### config.mk
export PLATFORM = sky130hd
export DESIGN_NAME = mcpu_run_ctrl
export DESIGN_NICKNAME = d
export VERILOG_FILES = /design/src/rtl/mcpu_run_ctrl.sv
export SDC_FILE = /design/constraint.sdc
export NUM_CORES = 1
export LEC_CHECK = 0
export CORE_ASPECT_RATIO = 1.1
export CORE_UTILIZATION = 27
export DETAILED_ROUTE_END_ITERATION = 8
export GPL_ROUTABILITY_DRIVEN = 0
export SYNTH_ARGS = -nofsm -noshare
export SYNTH_HDL_FRONTEND = slang
export SYNTH_SLANG_ARGS = --single-unit
### constraint.sdc
create_clock -name clk -period 2.8 [get_ports clk]
set_input_delay 0.56 -clock clk [delete_from_list [all_inputs] [get_ports clk]]
set_output_delay 0.56 -clock clk [all_outputs]
set_load 0.005 [all_outputs]
### src/rtl/mcpu_run_ctrl.sv
// ---------------------------------------------------------------------------
// mcpu_run_ctrl
//
// Run/load sequencer sitting between a host, the 8-bit MCPU core and the
// core's asynchronous-read program/data SRAM (2**ADR_W x 8).
//
// Operation:
//   IDLE/DONE --start--> LOAD : host streams program bytes into SRAM from 0
//   LOAD --final write--> RUN : CPU released from reset, watchdog cleared
//   RUN --halt write / watchdog expiry--> DONE : CPU held in reset again
//   With MCPU_RUN_CTRL_DUMP_EN defined, IDLE/DONE --dump_req--> DUMP streams
//   the whole SRAM back out and returns to DONE.
//
// Handshake rule (in_* and out_* streams): a byte moves on a rising clk edge
// where valid and ready are both high. The producer holds data/valid stable
// until that edge; ready may change freely and never depends on valid.
//
// SRAM strobes are clk-qualified: an enable only takes effect in the low
// half of the clock, and read data is sampled at the closing rising edge.
//
// Ports:
//   clk, rst                 clock; synchronous active-low reset
//   start                    begin a load (honoured in IDLE/DONE only)
//   in_data/valid/last/ready program byte stream from the host
//   cpu_rst_n                registered reset to the CPU (low = held)
//   cpu_adr/wdata/oe_n/we_n  CPU bus, forwarded to the SRAM only in RUN
//   mem_adr/wdata/oe_n/we_n  SRAM port, owned by this block in every state
//   mem_rdata                SRAM read data
//   result                   byte written to HALT_ADR when the run stopped
//   busy/done/timeout        status (done sticky until the next start)
//   dump_req, out_data/valid/ready  SRAM read-back stream (DUMP_EN only)
//   dbg_state                current FSM state encoding
//
// Optional feature macro: MCPU_RUN_CTRL_DUMP_EN
// ---------------------------------------------------------------------------
module mcpu_run_ctrl #(
    parameter int ADR_W    = 6,
    parameter int HALT_ADR = 63,
    parameter int WDOG_W   = 16
) (
    input  logic             clk,
    input  logic             rst,
    input  logic             start,
    input  logic [7:0]       in_data,
    input  logic             in_valid,
    input  logic             in_last,
    output logic             in_ready,
    output logic             cpu_rst_n,
    input  logic [ADR_W-1:0] cpu_adr,
    input  logic [7:0]       cpu_wdata,
    input  logic             cpu_oe_n,
    input  logic             cpu_we_n,
    output logic [ADR_W-1:0] mem_adr,
    output logic [7:0]       mem_wdata,
    input  logic [7:0]       mem_rdata,
    output logic             mem_oe_n,
    output logic             mem_we_n,
    output logic [7:0]       result,
    output logic             busy,
    output logic             done,
    output logic             timeout,
`ifdef MCPU_RUN_CTRL_DUMP_EN
    input  logic             dump_req,
    output logic [7:0]       out_data,
    output logic             out_valid,
    input  logic             out_ready,
`endif
    output logic [2:0]       dbg_state
);

    typedef enum logic [2:0] {
        S_IDLE = 3'd0,
        S_LOAD = 3'd1,
        S_RUN  = 3'd2,
        S_DONE = 3'd3
`ifdef MCPU_RUN_CTRL_DUMP_EN
        ,
        S_DUMP = 3'd4
`endif
    } state_t;

    localparam logic [ADR_W-1:0]  ADR_MAX   = {ADR_W{1'b1}};
    localparam logic [ADR_W-1:0]  HALT_A    = ADR_W'(HALT_ADR);
    // Expiry is flagged on the edge that moves the counter onto all-ones.
    localparam logic [WDOG_W-1:0] WDOG_LAST = {{(WDOG_W-1){1'b1}}, 1'b0};

    state_t            r_state;
    state_t            w_state_nxt;

    logic [ADR_W-1:0]  r_ptr;
    logic [ADR_W-1:0]  r_wbuf_adr;
    logic [7:0]        r_wbuf_data;
    logic              r_wpend;
    logic              r_last_acc;
    logic [WDOG_W-1:0] r_wdog;
    logic              r_cpu_rst_n;
    logic [7:0]        r_result;
    logic              r_done;
    logic              r_timeout;
    logic              r_hit;
    logic [7:0]        r_hit_data;

    logic              w_accept;
    logic              w_acc_last;
    logic              w_wdog_exp;
    logic              w_wr_en;
    logic              w_rd_en;
    logic              w_in_ready;

`ifdef MCPU_RUN_CTRL_DUMP_EN
    logic [7:0]        r_out_data;
    logic              r_out_valid;
    logic              r_dump_end;
    logic              w_dump_rd;

    // A new byte is fetched whenever the output slot is empty or being
    // drained this cycle, until the top address has been fetched.
    assign w_dump_rd = (r_state == S_DUMP) && !r_dump_end &&
                       (!r_out_valid || out_ready);
    assign out_data  = r_out_data;
    assign out_valid = r_out_valid;
`else
    logic w_unused_rdata;
    assign w_unused_rdata = ^mem_rdata;
`endif

    assign w_in_ready = (r_state == S_LOAD) && !r_last_acc;
    assign w_accept   = in_valid && w_in_ready;
    assign w_acc_last = w_accept && (in_last || (r_ptr == ADR_MAX));
    assign w_wdog_exp = (r_wdog == WDOG_LAST);

    // ---------------- state register ----------------
    always_ff @(posedge clk) begin
        if (!rst) r_state <= S_IDLE;
        else      r_state <= w_state_nxt;
    end

    // ---------------- next-state logic ----------------
    always_comb begin
        w_state_nxt = r_state;
        case (r_state)
            S_IDLE, S_DONE: begin
                if (start) w_state_nxt = S_LOAD;
`ifdef MCPU_RUN_CTRL_DUMP_EN
                else if (dump_req) w_state_nxt = S_DUMP;
`endif
            end
            S_LOAD: if (r_wpend && r_last_acc) w_state_nxt = S_RUN;
            S_RUN:  if (r_hit || w_wdog_exp) w_state_nxt = S_DONE;
`ifdef MCPU_RUN_CTRL_DUMP_EN
            S_DUMP: if (r_dump_end && out_ready) w_state_nxt = S_DONE;
`endif
            default: w_state_nxt = S_IDLE;
        endcase
    end

    // ---------------- output logic ----------------
    always_comb begin
        mem_adr   = '0;
        mem_wdata = '0;
        w_wr_en   = 1'b0;
        w_rd_en   = 1'b0;
        busy      = 1'b0;
        case (r_state)
            S_LOAD: begin
                mem_adr   = r_wbuf_adr;
                mem_wdata = r_wbuf_data;
                w_wr_en   = r_wpend;
                busy      = 1'b1;
            end
            S_RUN: begin
                mem_adr   = cpu_adr;
                mem_wdata = cpu_wdata;
                w_wr_en   = !cpu_we_n;
                w_rd_en   = !cpu_oe_n;
                busy      = 1'b1;
            end
`ifdef MCPU_RUN_CTRL_DUMP_EN
            S_DUMP: begin
                mem_adr = r_ptr;
                w_rd_en = w_dump_rd;
                busy    = 1'b1;
            end
`endif
            default: begin
                busy = 1'b0;
            end
        endcase
    end

    // Strobes are only asserted in the clk-low half and never during reset.
    assign mem_we_n  = clk | !(w_wr_en && rst);
    assign mem_oe_n  = clk | !(w_rd_en && rst);
    assign in_ready  = w_in_ready;
    assign cpu_rst_n = r_cpu_rst_n;
    assign result    = r_result;
    assign done      = r_done;
    assign timeout   = r_timeout;
    assign dbg_state = r_state;

    // Halt snoop: the CPU write strobe is valid around the falling edge, so
    // the hit and its data are captured there and acted on at the next
    // rising edge. The write itself still reaches the SRAM.
    always_ff @(negedge clk) begin
        if (!rst) begin
            r_hit      <= 1'b0;
            r_hit_data <= '0;
        end else begin
            r_hit      <= (r_state == S_RUN) && !cpu_we_n && (cpu_adr == HALT_A);
            r_hit_data <= cpu_wdata;
        end
    end

    // ---------------- datapath ----------------
    always_ff @(posedge clk) begin
        if (!rst) begin
            r_ptr       <= '0;
            r_wbuf_adr  <= '0;
            r_wbuf_data <= '0;
            r_wpend     <= 1'b0;
            r_last_acc  <= 1'b0;
            r_wdog      <= '0;
            r_cpu_rst_n <= 1'b0;
            r_result    <= '0;
            r_done      <= 1'b0;
            r_timeout   <= 1'b0;
`ifdef MCPU_RUN_CTRL_DUMP_EN
            r_out_data  <= '0;
            r_out_valid <= 1'b0;
            r_dump_end  <= 1'b0;
`endif
        end else begin
            case (r_state)
                S_IDLE, S_DONE: begin
                    if (start) begin
                        r_ptr      <= '0;
                        r_result   <= '0;
                        r_done     <= 1'b0;
                        r_timeout  <= 1'b0;
                        r_wpend    <= 1'b0;
                        r_last_acc <= 1'b0;
                    end
`ifdef MCPU_RUN_CTRL_DUMP_EN
                    else if (dump_req) begin
                        r_ptr       <= '0;
                        r_out_valid <= 1'b0;
                        r_dump_end  <= 1'b0;
                    end
`endif
                end
                S_LOAD: begin
                    // The accepted byte is written during the next low phase.
                    r_wpend <= w_accept;
                    if (w_accept) begin
                        r_wbuf_adr  <= r_ptr;
                        r_wbuf_data <= in_data;
                        r_ptr       <= r_ptr + 1'b1;
                    end
                    if (w_acc_last) r_last_acc <= 1'b1;
                    if (r_wpend && r_last_acc) begin
                        r_cpu_rst_n <= 1'b1;
                        r_wdog      <= '0;
                    end
                end
                S_RUN: begin
                    r_wdog <= r_wdog + 1'b1;
                    // A halt write beats a simultaneous watchdog expiry.
                    if (r_hit) begin
                        r_result    <= r_hit_data;
                        r_done      <= 1'b1;
                        r_cpu_rst_n <= 1'b0;
                    end else if (w_wdog_exp) begin
                        r_timeout   <= 1'b1;
                        r_done      <= 1'b1;
                        r_cpu_rst_n <= 1'b0;
                    end
                end
`ifdef MCPU_RUN_CTRL_DUMP_EN
                S_DUMP: begin
                    if (r_dump_end) begin
                        if (out_ready) r_out_valid <= 1'b0;
                    end else if (w_dump_rd) begin
                        r_out_data  <= mem_rdata;
                        r_out_valid <= 1'b1;
                        r_ptr       <= r_ptr + 1'b1;
                        if (r_ptr == ADR_MAX) r_dump_end <= 1'b1;
                    end
                end
`endif
                default: begin
                    r_cpu_rst_n <= 1'b0;
                end
            endcase
        end
    end

endmodule

==> qor.yml <==
drive_gt1_frac: 0.1103
fill_cells: 1009
totalPowerFinal_mw: 3.133
synth_area_leaders: "dfxtp_1 (44%), nand2_1 (6.8%), a21oi_1 (6.0%)"
worstMarginPinSlew_ps: 973.8
insertion_delay_ps: 500
leakage_nw: 1.298
startpoint: "clk"
drt_iter0_markers: 122
syn_to_final_growth_pct: 39.89
rr_endpoint: "result[7]"
synthCells: 341
clkPwrFrac: 0.304
yosysUniqueCellTypes: 44
final_antenna_net_count: 0
grt_max_degree: 28
power.internal_mw: 1.951
min_path_type: "reg2reg"
synth-seq-cells: 60
final_common_cell: "dfxtp_1"
first_global_vias: 2442
ir_worst_vdd_mv: 0.3637
wl_per_cell_um: 13.26
setup_slack_ps: 36.61
synth_fp_nets: 383
cp_max_fo: 2
worst_r2r_path_depth: 4
rsz0062_at_grt: "false"
comb_power_share: 0.378
violations: "DRC"
grt_use_total: 0.1442
slowest_delay_ps: 370
overflow: 0
dp_slack_ps: -61.89
cp-end-kind: "output port"
port_buffers: 59
r2r_start: "r_hit"
netlist_area_um2: 2741
seq_area_frac_synth: 0.4382
vias_per_cell: 4.886
p_switching_mw: 1.182
final_cell_mix: "dfxtp_1 (59), clkdlybuf4s50_1 (57), nand2_1 (50), nor2_1 (35), a21oi_1 (33)"
drt_pass1_iterations: 6
slew_violations: 0
yosysTopAreaCell: "dfxtp_1"
drv_cap: 0
startpoint_type: "clock port"
r2r_setup_slack_ps: 210
num_io_pins: 69
critPathRequiredTime_ps: 2240
syn-mean-instance-area_um2: 8.039
status: "complete, but fails checks"
wirelength_mm: 7.240
num_rows: 38
vias: 2668
final_cells: 546
path_clk_slew_ps: 70
postCtsSetupRepairBufs: 0
dp.cells: 518
path_common_cell: "clkbuf_8"
die_y_um: 107.7
die_area_um2: 10560
drc: 3
path_class: "clk2out"
chipWidth_um: 98.08
sequentialPowerShare: 0.317
p_sw_frac: 0.3773
diodes: 0
hold_path_startpoint: "result[1]"
worstPathCellList: "clkbuf_8 -> clkbuf_8 -> or3_1 -> clkdlybuf4s15_1"
maxSlewHeadroom: 0.3452
initial_core_util: 0.2772
powerDensity_nw_per_um2: 817.0
grt_antenna_before_repair: 0
tritoncts: "yes"
core_area_um2: 9889
cp_slowest_cell: "or3_1"
holdPathStages: 2
holdPathEnd: "result[1]"
synth-main-ff-cell: "dfxtp_1"
synthArstFlopShare: 0
nets: 463
fin_worst_skew_ps: 61.98
arrival_ps: 2200
finalHoldViolCount: 0
synth_top_area_share: 0.4382
dpl.hpwl_mm: 5.272
grt_pass1_wl_mm: 11.74
final-setup-viol-count: 0
synth_edf_count: 0
yosysWarnings: 0
==> critical path, delay by kind of cell <==
kind | cells | cell delay, ps
buffers and inverters | 3 | 440
AND/OR/NAND/NOR | 1 | 370
==> metrics by stage <==
step	TNS, ps	utilization	hold slack (ps)	cell area (um^2)
floorplan	0	-	436.6	2741
global placement	-202.6	0.3578	445.1	3538
detailed placement	-286.5	0.3578	448.6	3538
CTS	0	0.3860	458.4	3817
global route	0	0.3878	471.4	3835
finish	0	0.3878	452.0	3835
==> cells in the mapped netlist, types with 5 or more instances <==
cell       n
dfxtp_1   60
nand2_1   50
nor2_1    35
a21oi_1   33
a22oi_1   14
clkbuf_1  12
nand4_1   12
inv_1     11
nand3_1   11
xnor2_1   11
o21ai_0    9
and2_1     8
nor3_1     7
o31ai_1    6
a211oi_1   5
buf_1      5
ha_1       5
or3_1      5
==> metal layers <==
layer	routed length, um	track usage	vias to the layer above
met4	150	0.08333	0
met1	3416	0.1794	1251
li1	-	-	1356
met3	272	0.04416	10
met2	3401	0.2198	51
met5	0	0	-
==> cell type report <==
class	count	area [um^2]	area share
clock buffers	14	180.2	0.04698
clock inverters	17	115.1	0.03002
inverters	11	45.04	0.01175
multi-input cells	248	1421	0.3706
flip-flops and latches	60	1202	0.3135
well taps	120	150.1	0.03915
repair buffers	76	720.7	0.1879
==> power groups by stage <==
stage | Clock, mW | Combinational, mW | Sequential, mW
global route | 1.04 | 1.30 | 1.00
CTS | 0.981 | 1.14 | 0.988
finish | 0.954 | 1.19 | 0.993
floorplan | 0.0267 | 0.656 | 0.990
global placement | 0.0302 | 1.12 | 1.00
detailed placement | 0.0302 | 1.13 | 1.01
==> flip-flops by register name, summed over array words and instances, names as in the netlist, 2 cells and up <==
register,flops
r_wdog,16
r_hit_data,8
r_wbuf_data,8
result,8
r_ptr,6
r_wbuf_adr,6
dbg_state,2
==> worst max-delay path by stage <==
stage                     cells past startpoint         to
after global placement                        3      r_hit
after floorplan                               5  result[0]
after detailed placement                      3      r_hit
after CTS                                     6   mem_we_n
final                                         4   mem_oe_n
after global routing                          4   mem_oe_n
==> cell families (layout without fill, tap and decap cells) <==
group / after synthesis / count (layout) / share of synthesized area
buffers and inverters: 33 / 118 / 0.04792
adder cells (fa/ha/maj): 5 / 5 / 0.02282
flip-flops: 60 / 60 / 0.4382
AND/OR/NAND/NOR: 150 / 150 / 0.2679
other: 1 / 1 / 0.001368
XOR/XNOR: 12 / 12 / 0.03834
multiplexers: 1 / 1 / 0.003651
AO/OA/AOI/OAI: 79 / 79 / 0.1798
==> repair_timing <==
item,in CTS,in global routing
endpoints found under the setup margin,19,10
resized for setup,5,6
hold buffers,0,0
endpoints found under the hold margin,0,0
Note: power is estimated with default switching activity, not from simulation.
